**src/rtl/max_pool_pkg.sv**
```systemverilog
// ============================================================================
// Module   : max_pool_pkg
// Brief    : Shared layer constants: DRAM map bases, map geometry, FSM states.
// Revision : 1.0
// ============================================================================
`default_nettype none

package max_pool_pkg;

    localparam logic [17:0] IN_BASE  = 18'd196608;
    localparam logic [17:0] OUT_BASE = 18'd65536;

    localparam int c_map_dim   = 10;
    localparam int c_map_depth = 16;

    // Last valid pooled coordinate along x/y and along z.
    localparam logic [2:0] c_pool_last  = 3'(c_map_dim / 2 - 1);
    localparam logic [3:0] c_depth_last = 4'(c_map_depth - 1);

    typedef enum logic [1:0] {
        ST_IDLE = 2'd0,
        ST_RD   = 2'd1,
        ST_WR   = 2'd2,
        ST_DONE = 2'd3
    } state_t;

endpackage

`default_nettype wire

```
**src/rtl/max_pool_win.sv**
```systemverilog
// ============================================================================
// Module   : pool_win_cnt
// Brief    : Window (px,py,pz) and element (k) counters with DRAM addressing.
// Revision : 1.0
// ============================================================================
`default_nettype none

module pool_win_cnt
    import max_pool_pkg::*;
#(
    parameter int ADDR_WIDTH = 18
) (
    input  logic                  clk,
    input  logic                  srstn,
    input  logic                  clear,
    input  logic                  k_inc,
    input  logic                  win_inc,
    output logic [1:0]            k,
    output logic                  last_win,
    output logic [ADDR_WIDTH-1:0] rd_addr,
    output logic [ADDR_WIDTH-1:0] wr_addr
);

    logic [2:0] r_px;
    logic [2:0] r_py;
    logic [3:0] r_pz;
    logic [1:0] r_k;

    always_ff @(posedge clk or negedge srstn) begin
        if (!srstn) begin
            r_px <= '0;
            r_py <= '0;
            r_pz <= '0;
            r_k  <= '0;
        end else if (clear) begin
            r_px <= '0;
            r_py <= '0;
            r_pz <= '0;
            r_k  <= '0;
        end else begin
            if (k_inc) begin
                r_k <= r_k + 2'd1;
            end
            if (win_inc) begin
                if (r_px == c_pool_last) begin
                    r_px <= '0;
                    if (r_py == c_pool_last) begin
                        r_py <= '0;
                        r_pz <= r_pz + 4'd1;
                    end else begin
                        r_py <= r_py + 3'd1;
                    end
                end else begin
                    r_px <= r_px + 3'd1;
                end
            end
        end
    end

    assign k        = r_k;
    assign last_win = (r_px == c_pool_last) && (r_py == c_pool_last) && (r_pz == c_depth_last);

    // 2*p + k bit is just the counter with the k bit appended as LSB.
    assign rd_addr = ADDR_WIDTH'(IN_BASE)
                   + ADDR_WIDTH'({r_pz, 1'b0, r_py, r_k[1], 1'b0, r_px, r_k[0]});
    assign wr_addr = ADDR_WIDTH'(OUT_BASE)
                   + ADDR_WIDTH'({r_pz, 2'b00, r_py, 2'b00, r_px});

endmodule

`default_nettype wire

```
**src/rtl/max_pool.sv**
```systemverilog
// ============================================================================
// Module   : max_pool
// Brief    : 2x2 stride-2 signed max-pool of a 10x10x16 DRAM map to 5x5x16.
// Revision : 1.0
// ============================================================================
`default_nettype none

module max_pool
    import max_pool_pkg::*;
#(
    parameter int DATA_WIDTH = 32,
    parameter int ADDR_WIDTH = 18
) (
    input  logic                         clk,
    input  logic                         srstn,
    input  logic                         enable,
    input  logic                         dram_valid,
    input  logic signed [DATA_WIDTH-1:0] data_in,
    output logic [ADDR_WIDTH-1:0]        addr_in,
    output logic                         dram_en_rd,
    output logic signed [DATA_WIDTH-1:0] data_out,
    output logic [ADDR_WIDTH-1:0]        addr_out,
    output logic                         dram_en_wr,
    output logic                         done
);

    state_t                        r_state;
    state_t                        w_next_state;
    logic signed [DATA_WIDTH-1:0]  r_acc;
    logic signed [DATA_WIDTH-1:0]  w_max;
    logic                          w_clear;
    logic                          w_k_inc;
    logic                          w_win_inc;
    logic [1:0]                    w_k;
    logic                          w_last_win;
    logic [ADDR_WIDTH-1:0]         w_rd_addr;
    logic                          w_unused;

    assign w_unused = dram_valid;

    pool_win_cnt #(
        .ADDR_WIDTH (ADDR_WIDTH)
    ) u_win_cnt (
        .clk      (clk),
        .srstn    (srstn),
        .clear    (w_clear),
        .k_inc    (w_k_inc),
        .win_inc  (w_win_inc),
        .k        (w_k),
        .last_win (w_last_win),
        .rd_addr  (w_rd_addr),
        .wr_addr  (addr_out)
    );

    assign w_max = (data_in > r_acc) ? data_in : r_acc;

    always_ff @(posedge clk or negedge srstn) begin
        if (!srstn) begin
            r_state <= ST_IDLE;
        end else begin
            r_state <= w_next_state;
        end
    end

    // Read data lags the address by one cycle, so k=1 sees element 0.
    always_ff @(posedge clk or negedge srstn) begin
        if (!srstn) begin
            r_acc <= '0;
        end else if (r_state == ST_RD) begin
            if (w_k == 2'd1) begin
                r_acc <= data_in;
            end else if (w_k[1]) begin
                r_acc <= w_max;
            end
        end
    end

    always_comb begin
        w_next_state = r_state;
        w_clear      = 1'b0;
        w_k_inc      = 1'b0;
        w_win_inc    = 1'b0;
        addr_in      = '0;
        dram_en_rd   = 1'b0;
        dram_en_wr   = 1'b0;
        data_out     = r_acc;
        done         = 1'b0;
        case (r_state)
            ST_IDLE: begin
                if (enable) begin
                    w_clear      = 1'b1;
                    w_next_state = ST_RD;
                end
            end
            ST_RD: begin
                addr_in    = w_rd_addr;
                dram_en_rd = 1'b1;
                w_k_inc    = 1'b1;
                if (w_k == 2'd3) begin
                    w_next_state = ST_WR;
                end
            end
            ST_WR: begin
                dram_en_wr = 1'b1;
                data_out   = w_max;
                if (w_last_win) begin
                    w_next_state = ST_DONE;
                end else begin
                    w_win_inc    = 1'b1;
                    w_next_state = ST_RD;
                end
            end
            ST_DONE: begin
                done         = 1'b1;
                w_next_state = ST_IDLE;
            end
            default: begin
                w_next_state = ST_IDLE;
            end
        endcase
    end

endmodule

`default_nettype wire
```
**config.mk**
```make
export PLATFORM = sky130hd
export DESIGN_NAME = max_pool
export DESIGN_NICKNAME = d
export VERILOG_FILES = /design/src/rtl/max_pool_pkg.sv /design/src/rtl/max_pool_win.sv /design/src/rtl/max_pool.sv
export SDC_FILE = /design/constraint.sdc
export NUM_CORES = 1
export LEC_CHECK = 0
export ABC_AREA = 1
export CAP_MARGIN = 10
export CORE_ASPECT_RATIO = 1.4
export CORE_MARGIN = 5
export CORE_UTILIZATION = 45
export CTS_CLUSTER_SIZE = 14
export DETAILED_ROUTE_END_ITERATION = 10
export PLACE_DENSITY_LB_ADDON = 0.15
export SLEW_MARGIN = 20
export SYNTH_ARGS = -nofsm -noshare
export SYNTH_HDL_FRONTEND = slang
export SYNTH_SLANG_ARGS = --single-unit
```
**constraint.sdc**
```tcl
create_clock -name clk -period 2.4 [get_ports clk]
set_clock_uncertainty 0.05 [all_clocks]
set_input_delay 0.48 -clock clk [delete_from_list [all_inputs] [get_ports clk]]
set_output_delay 0.48 -clock clk [all_outputs]
set_load 0.1 [all_outputs]
```
### Word-level counts from Yosys, hierarchy flattened

Index checks and enable logic that the tools add are counted.

* register bits after elaboration: 46
* output and inout bits: 71
* word-level logic and storage cells: 64

* $add $sub $neg: 6
* magnitude comparators: 1
* reductions and logical operators: 12
* equality and inequality tests: 10
* muxes and demuxes: 29

Operators with widths (count)
* 32-bit 2-to-1 mux: 4
* 32-bit > comparator: 1
* 3-bit 2-to-1 mux: 7
* 17-bit by 14-bit adder with 18-bit output (first input constant): 1
* 17-bit by 15-bit adder with 18-bit output (first input constant): 1
* 18-bit 2-to-1 mux: 1
* 4-bit 2-to-1 mux: 4
* 2-bit 2-to-1 mux: 5
* 2-bit nonzero test: 5
* 2-bit case mux with 4 select lines: 1
* 1-bit 2-to-1 mux: 7
* 3-bit by 1-bit adder with 3-bit output (second input constant): 2
* 2-bit equality test (second input constant): 3
* 3-bit equality test (second input constant): 2
* 2-bit AND reduction: 3
* 4-bit by 1-bit adder with 4-bit output (second input constant): 1
* 2-bit by 1-bit equality test with 1-bit output (second input constant): 2
* 4-bit equality test (second input constant): 1
* 3-bit AND reduction: 1
* 2-bit by 1-bit adder with 2-bit output (second input constant): 1
* 1-bit logical AND: 2
* 2-bit zero test: 1
* 2-bit by 1-bit inequality test with 1-bit output (second input constant): 1
* 2-bit inequality test (second input constant): 1

### Longest topological paths before layout

* word-level depth: 7
* depth in mapped cells: 20

### Cells and area by module

From an unflattened synthesis, not the netlist that was laid out.

* cells, all modules: 727
* area total of the unflattened synthesis: 4494.3 um^2

Modules (own cells, without submodules)
* max_pool: sequential area each 850.8 um^2, times used 1, cells an instance 622, area an instance 3602.2 um^2
* pool_win_cnt: sequential area each 300.3 um^2, times used 1, cells an instance 105, area an instance 892.1 um^2

### Least setup slack after synthesis

No wires, ideal clock.

* path kind: register to output
* start point: register r_state[1]
* end point: output port data_out[1]
* data required time: 1.870 ns
* arrival: 3.022 ns
* slack: -1.152 ns
* cell stages (with the launch flop): 6
* buffers on the path: 2
* cell sequence: dfrtp_1 > inv_1 > nor2_2 > clkbuf_1 > buf_1 > o21ai_0

* cells in the longest elaborated chain, start to end: 2

Ends and longest elaborated chain
* start, declared: line max_pool.sv:27 `state_t r_state;`
* start signal, assigned: line max_pool.sv:61 `r_state <= w_next_state;`
* 2-bit equality test: line max_pool.sv:88 `case (r_state)`
* 32-bit 2-to-1 mux: line max_pool.sv:88
* end, declared: line max_pool.sv:21 `output logic signed [DATA_WIDTH-1:0] data_out,`

No other way between the ends.

### Worst setup path in the final report

* start point: register r_acc[1]
* end point: output port data_out[9]

* cells in the longest elaborated chain, start to end: 3

Ends and longest elaborated chain
* start, declared: line max_pool.sv:29 `logic signed [DATA_WIDTH-1:0] r_acc;`
* start signal, assigned: line max_pool.sv:71 `r_acc <= data_in;`
* start signal, assigned: line max_pool.sv:73 `r_acc <= w_max;`
* 32-bit > comparator: line max_pool.sv:55 `assign w_max = (data_in > r_acc) ? data_in : r_acc;`
* 32-bit 2-to-1 mux: line max_pool.sv:55
* 32-bit 2-to-1 mux: line max_pool.sv:88

No other way between the ends.

==> impl.org <==
** GRT
- Aggregate global routing overflow :: 0
- Initial antenna violation count :: 0
- Entering global routing, the biggest net connects 65 pins.
- All-Layer GR Usage :: 31.42%
- First-pass GRT wire length :: 29560 um
- Vias in the first global route :: 6263

** Floorplanning
- The core region is 9354 um2.
- Starting Density :: 45.26%
- In this run the vertical extent of the chip is 124.8 um.
- Pin placement for this block handled 107 I/O pins.
- Die W :: 91.98 um
- Die outline area :: 11480 um2
- The floorplan has 42 rows.

** Synth
- Synthesis produced 683 cells.
- Syn. warnings :: 0
- Post-synth cell types :: 28
- Asr flop ratio synth :: 100.0%
- Share of synthesized area occupied by flip-flops and latches :: 27.19%
- Netlist Area Pre-Place :: 4234 um2
- Number of synthesized flops with an enable pin :: 0
- Average instance area after synthesis :: 6.199 um2
- For this run, the leading register cell type out of synthesis is sky130_fd_sc_hd__dfrtp_1.
- After synthesis the netlist holds a flip-flop and latch count of 46.

** Clocking
- Clock sink total :: 46
- Number of buffers created by CTS :: 5
- After clock tree synthesis, the clock-pin slew on the worst setup and hold paths is 0.07 ns.
- The clock passes through at most 2 buffers.
- Maximum level of the CTS H-tree :: 2
- Root cell of the clock tree :: sky130_fd_sc_hd__clkbuf_16
- TritonCTS built the clock tree.
- After clock tree synthesis, the flow added hold-fix buffers numbering 0.
- Latest clock arrival within the worst-skew pair :: 0.30 ns

** Setup path
- The startpoint identified for the worst register-to-register timing path is r_acc[1]$_DFFE_PN0P_.
- The critical path is of the flop to output port type.
- The worst setup path is captured at an output port.
- Endpoint arrival time on the critical path :: 2.98 ns
- Counting cells, the worst reg-to-reg path comes to 26.
- R2R setup slack :: -0.78 ns
- Endpoint required time on the critical path :: 1.87 ns
- The worst setup path is launched from a flop.
- Tracing the worst setup path back leads to its startpoint at r_acc[1]$_DFFE_PN0P_.
- The most critical setup path has its endpoint at data_out[9].
- Along the worst path, the maximum fanout reaches 6.
- Destination of the worst register-to-register timing path :: r_acc[31]$_DFFE_PN0P_

** Final layout
- Multi-input gate area in the final layout :: 4106 um2
- Of the cells placed in the final design, the portion with a size suffix greater than 1 is 56.22%.
- Synthesis-to-layout area growth :: 104.7%
- FILL cells :: 310
- The number of antenna diodes in the final layout is 0.
- Registers take 1159 um2.
- Final net count :: 984
- Post-route cell area :: 8668 um2

** STA
- For this run, the top clock speed supported by timing is 284.7 MHz.
- In the post-route analysis, the smallest setup slack over all paths is -1.112 ns.
- Actual slew at the worst max-slew pin :: 0.9490 ns
- Final period util :: 146.3%
- Unrepaired setup endpoints after global routing :: true
- In this run the tightest slew margin relative to its limit is 36.64%.
- The worst path in the final design needs a cycle of 3.512 ns, including I/O delays and setup.
- Number of slew-limit violations in the final report :: 0
- Setup violations remaining at the end of the flow were counted as 64.
- Final hold violation count :: 0

** Job
- The tool flagged a number of max-cap violations equal to 0.

** Drt
- Routed wl met2 :: 11390 um
- For this block, the initial DRC count from the detailed router was 843.
- The first detailed-routing pass took 6 iterations.
- Met1 wire length :: 7758 um
- Uppermost routed layer :: met4
- The detail route stage leaves a number of antenna-violating nets equal to 0.
- Met3 routed wirelength :: 2436 um
- Remaining DRCs :: 0
- After detailed routing, the number of vias per cell comes to 6.334.
- In the final routed layout, each cell accounts on average for 23.73 um.
- Total number of vias :: 6454
- Wires add up to 24190 um.

** Pwr
- In this run the static leakage power is 4.368 nW.
- The worst-case IR drop observed on VDD is 0.4342 mV.
- Power per cell area :: 432.0 nW/um2
- Post-layout power :: 0.003744 W

** Placed design
- Routability Congestion :: 0.8315
- Dpl hpwl :: 11030 um
- Once placement finished, the instance area stood at 7167 um2.
- Buffers placed on the I/O ports in this run total 93.

** Run status
- Run status :: finished, violations left
- Violated checks :: negative setup slack

** Worst hold path
- Hold Crit Class :: primary input to asynchronous set/reset pin
[cells in the mapped netlist, drive strengths merged (2+ instances only)]
cell type  number  area share, %
o21ai          42            5.0
ha             40             12
inv            62            5.5
nand4          35            5.2
nor3            3           0.35
a21oi          20            2.5
dfrtp          46             27
o21a            2           0.35
nand2         249             22
clkbuf         19            1.7
nand3          41            5.1
nor2           88            7.9
buf            28            4.2
conb            2           0.18
[kinds of logic (layout without fill, tap and decap cells)]
group | Yosys count | count (layout) | synth area share, %
simple gates | 418 | 418 | 40.99
buf+inv | 109 | 325 | 11.35
compound gates | 68 | 68 | 8.481
flops | 46 | 46 | 27.19
fa+ha+maj | 40 | 40 | 11.82
other cells | 2 | 12 | 0.1774
[critical path, stage by stage (launching register included)]
cell and delay (ns):
sky130_fd_sc_hd__dfrtp_1 0.41, sky130_fd_sc_hd__inv_2 0.09, sky130_fd_sc_hd__ha_4 0.21, sky130_fd_sc_hd__nand2_2 0.08
sky130_fd_sc_hd__nand2_2 0.07, sky130_fd_sc_hd__nand2_2 0.07, sky130_fd_sc_hd__nand2_1 0.07, sky130_fd_sc_hd__nand2_1 0.12
sky130_fd_sc_hd__nand2_2 0.10, sky130_fd_sc_hd__nand2_2 0.08, sky130_fd_sc_hd__nand2_2 0.07, sky130_fd_sc_hd__nand2_4 0.11
sky130_fd_sc_hd__nand2_4 0.07, sky130_fd_sc_hd__nand2_4 0.11, sky130_fd_sc_hd__buf_12 0.16, sky130_fd_sc_hd__clkbuf_16 0.16
sky130_fd_sc_hd__nand4_1 0.18, sky130_fd_sc_hd__nand2_2 0.15, sky130_fd_sc_hd__nand2_2 0.08, sky130_fd_sc_hd__o21ai_4 0.09
sky130_fd_sc_hd__buf_12 0.19
[registers in the layout, indices dropped and copies added (netlist names)]
register,count
r_acc,32
r_state,2
u_win_cnt.k,2
u_win_cnt.r_px,3
u_win_cnt.r_py,3
u_win_cnt.r_pz,4
[worst min path at each step]
| stage | cells past startpoint | to | from | slack (ns) |
|---|---|---|---|---|
| after global placement | 1 | r_acc[28]$_DFFE_PN0P_ | srstn | 0.38 |
| final | 1 | r_acc[28]$_DFFE_PN0P_ | srstn | 0.07 |
| after floorplan | 0 | r_acc[0]$_DFFE_PN0P_ | srstn | 0.13 |
| after detailed placement | 1 | r_acc[28]$_DFFE_PN0P_ | srstn | 0.38 |
| after global routing | 1 | r_acc[2]$_DFFE_PN0P_ | srstn | 0.09 |
| after CTS | 1 | r_acc[28]$_DFFE_PN0P_ | srstn | 0.07 |
[layer usage]
metal,GRT usage [%],vias up
met5,0,-
met4,19.25,0
met3,6.586,264
met2,56.58,582
met1,32.68,2984
li1,-,2624
[power by group]
group	internal [W]	switching [W]
Sequential	0.000810	0.0000245
Clock	0.000627	0.000340
Combinational	0.000787	0.00116
Total	0.00222	0.00152
[per-stage QoR]
step	cells	hold WS, ns	util [%]	setup WS, ns	setup TNS (ns)
after floorplan	693	0.1344	-	-0.2161	-6.567
after global placement	965	0.3777	76.62	-1.011	-43.68
after detailed placement	965	0.3817	76.62	-1.074	-47.22
after CTS	1003	0.07250	84.63	-0.7560	-22.66
after global routing	1019	0.09281	92.67	-1.178	-43.22
final	1019	0.07489	92.67	-1.112	-39.29
[timing repair]
item | 4_1_cts | 5_1_grt
cloned | 3 | 4
setup buffers | 27 | 22
pin swaps | 52 | 70
setup endpoints to repair | 64 | 68
gates resized for setup | 153 | 165
[final cells by class]
| cell class | instances | share of cell area [%] |
|---|---|---|
| sequential | 46 | 13.37 |
| multi-input combinational | 538 | 47.37 |
| inverter | 62 | 2.685 |
| clock buffer | 6 | 1.602 |
| tap | 110 | 1.588 |
| timing repair buffer | 255 | 32.69 |
| clock inverter | 2 | 0.6928 |
[layout by cell type (no fill, tap or decap), types with 9 or more instances in the layout]
master and count:
sky130_fd_sc_hd__a21oi_1 10, sky130_fd_sc_hd__buf_12 57, sky130_fd_sc_hd__buf_4 147, sky130_fd_sc_hd__buf_6 10, sky130_fd_sc_hd__clkbuf_16 9, sky130_fd_sc_hd__clkdlybuf4s15_1 11, sky130_fd_sc_hd__conb_1 12, sky130_fd_sc_hd__dfrtp_1 40
sky130_fd_sc_hd__dlygate4sd2_1 12, sky130_fd_sc_hd__ha_1 16, sky130_fd_sc_hd__ha_4 24, sky130_fd_sc_hd__inv_1 38, sky130_fd_sc_hd__inv_2 24, sky130_fd_sc_hd__nand2_1 120, sky130_fd_sc_hd__nand2_2 95, sky130_fd_sc_hd__nand2_4 32
sky130_fd_sc_hd__nand3_1 16, sky130_fd_sc_hd__nand3_2 23, sky130_fd_sc_hd__nand4_1 35, sky130_fd_sc_hd__nor2_1 67, sky130_fd_sc_hd__nor2_4 15, sky130_fd_sc_hd__o21ai_0 9, sky130_fd_sc_hd__o21ai_4 31
(Power assumes the default switching activity.)
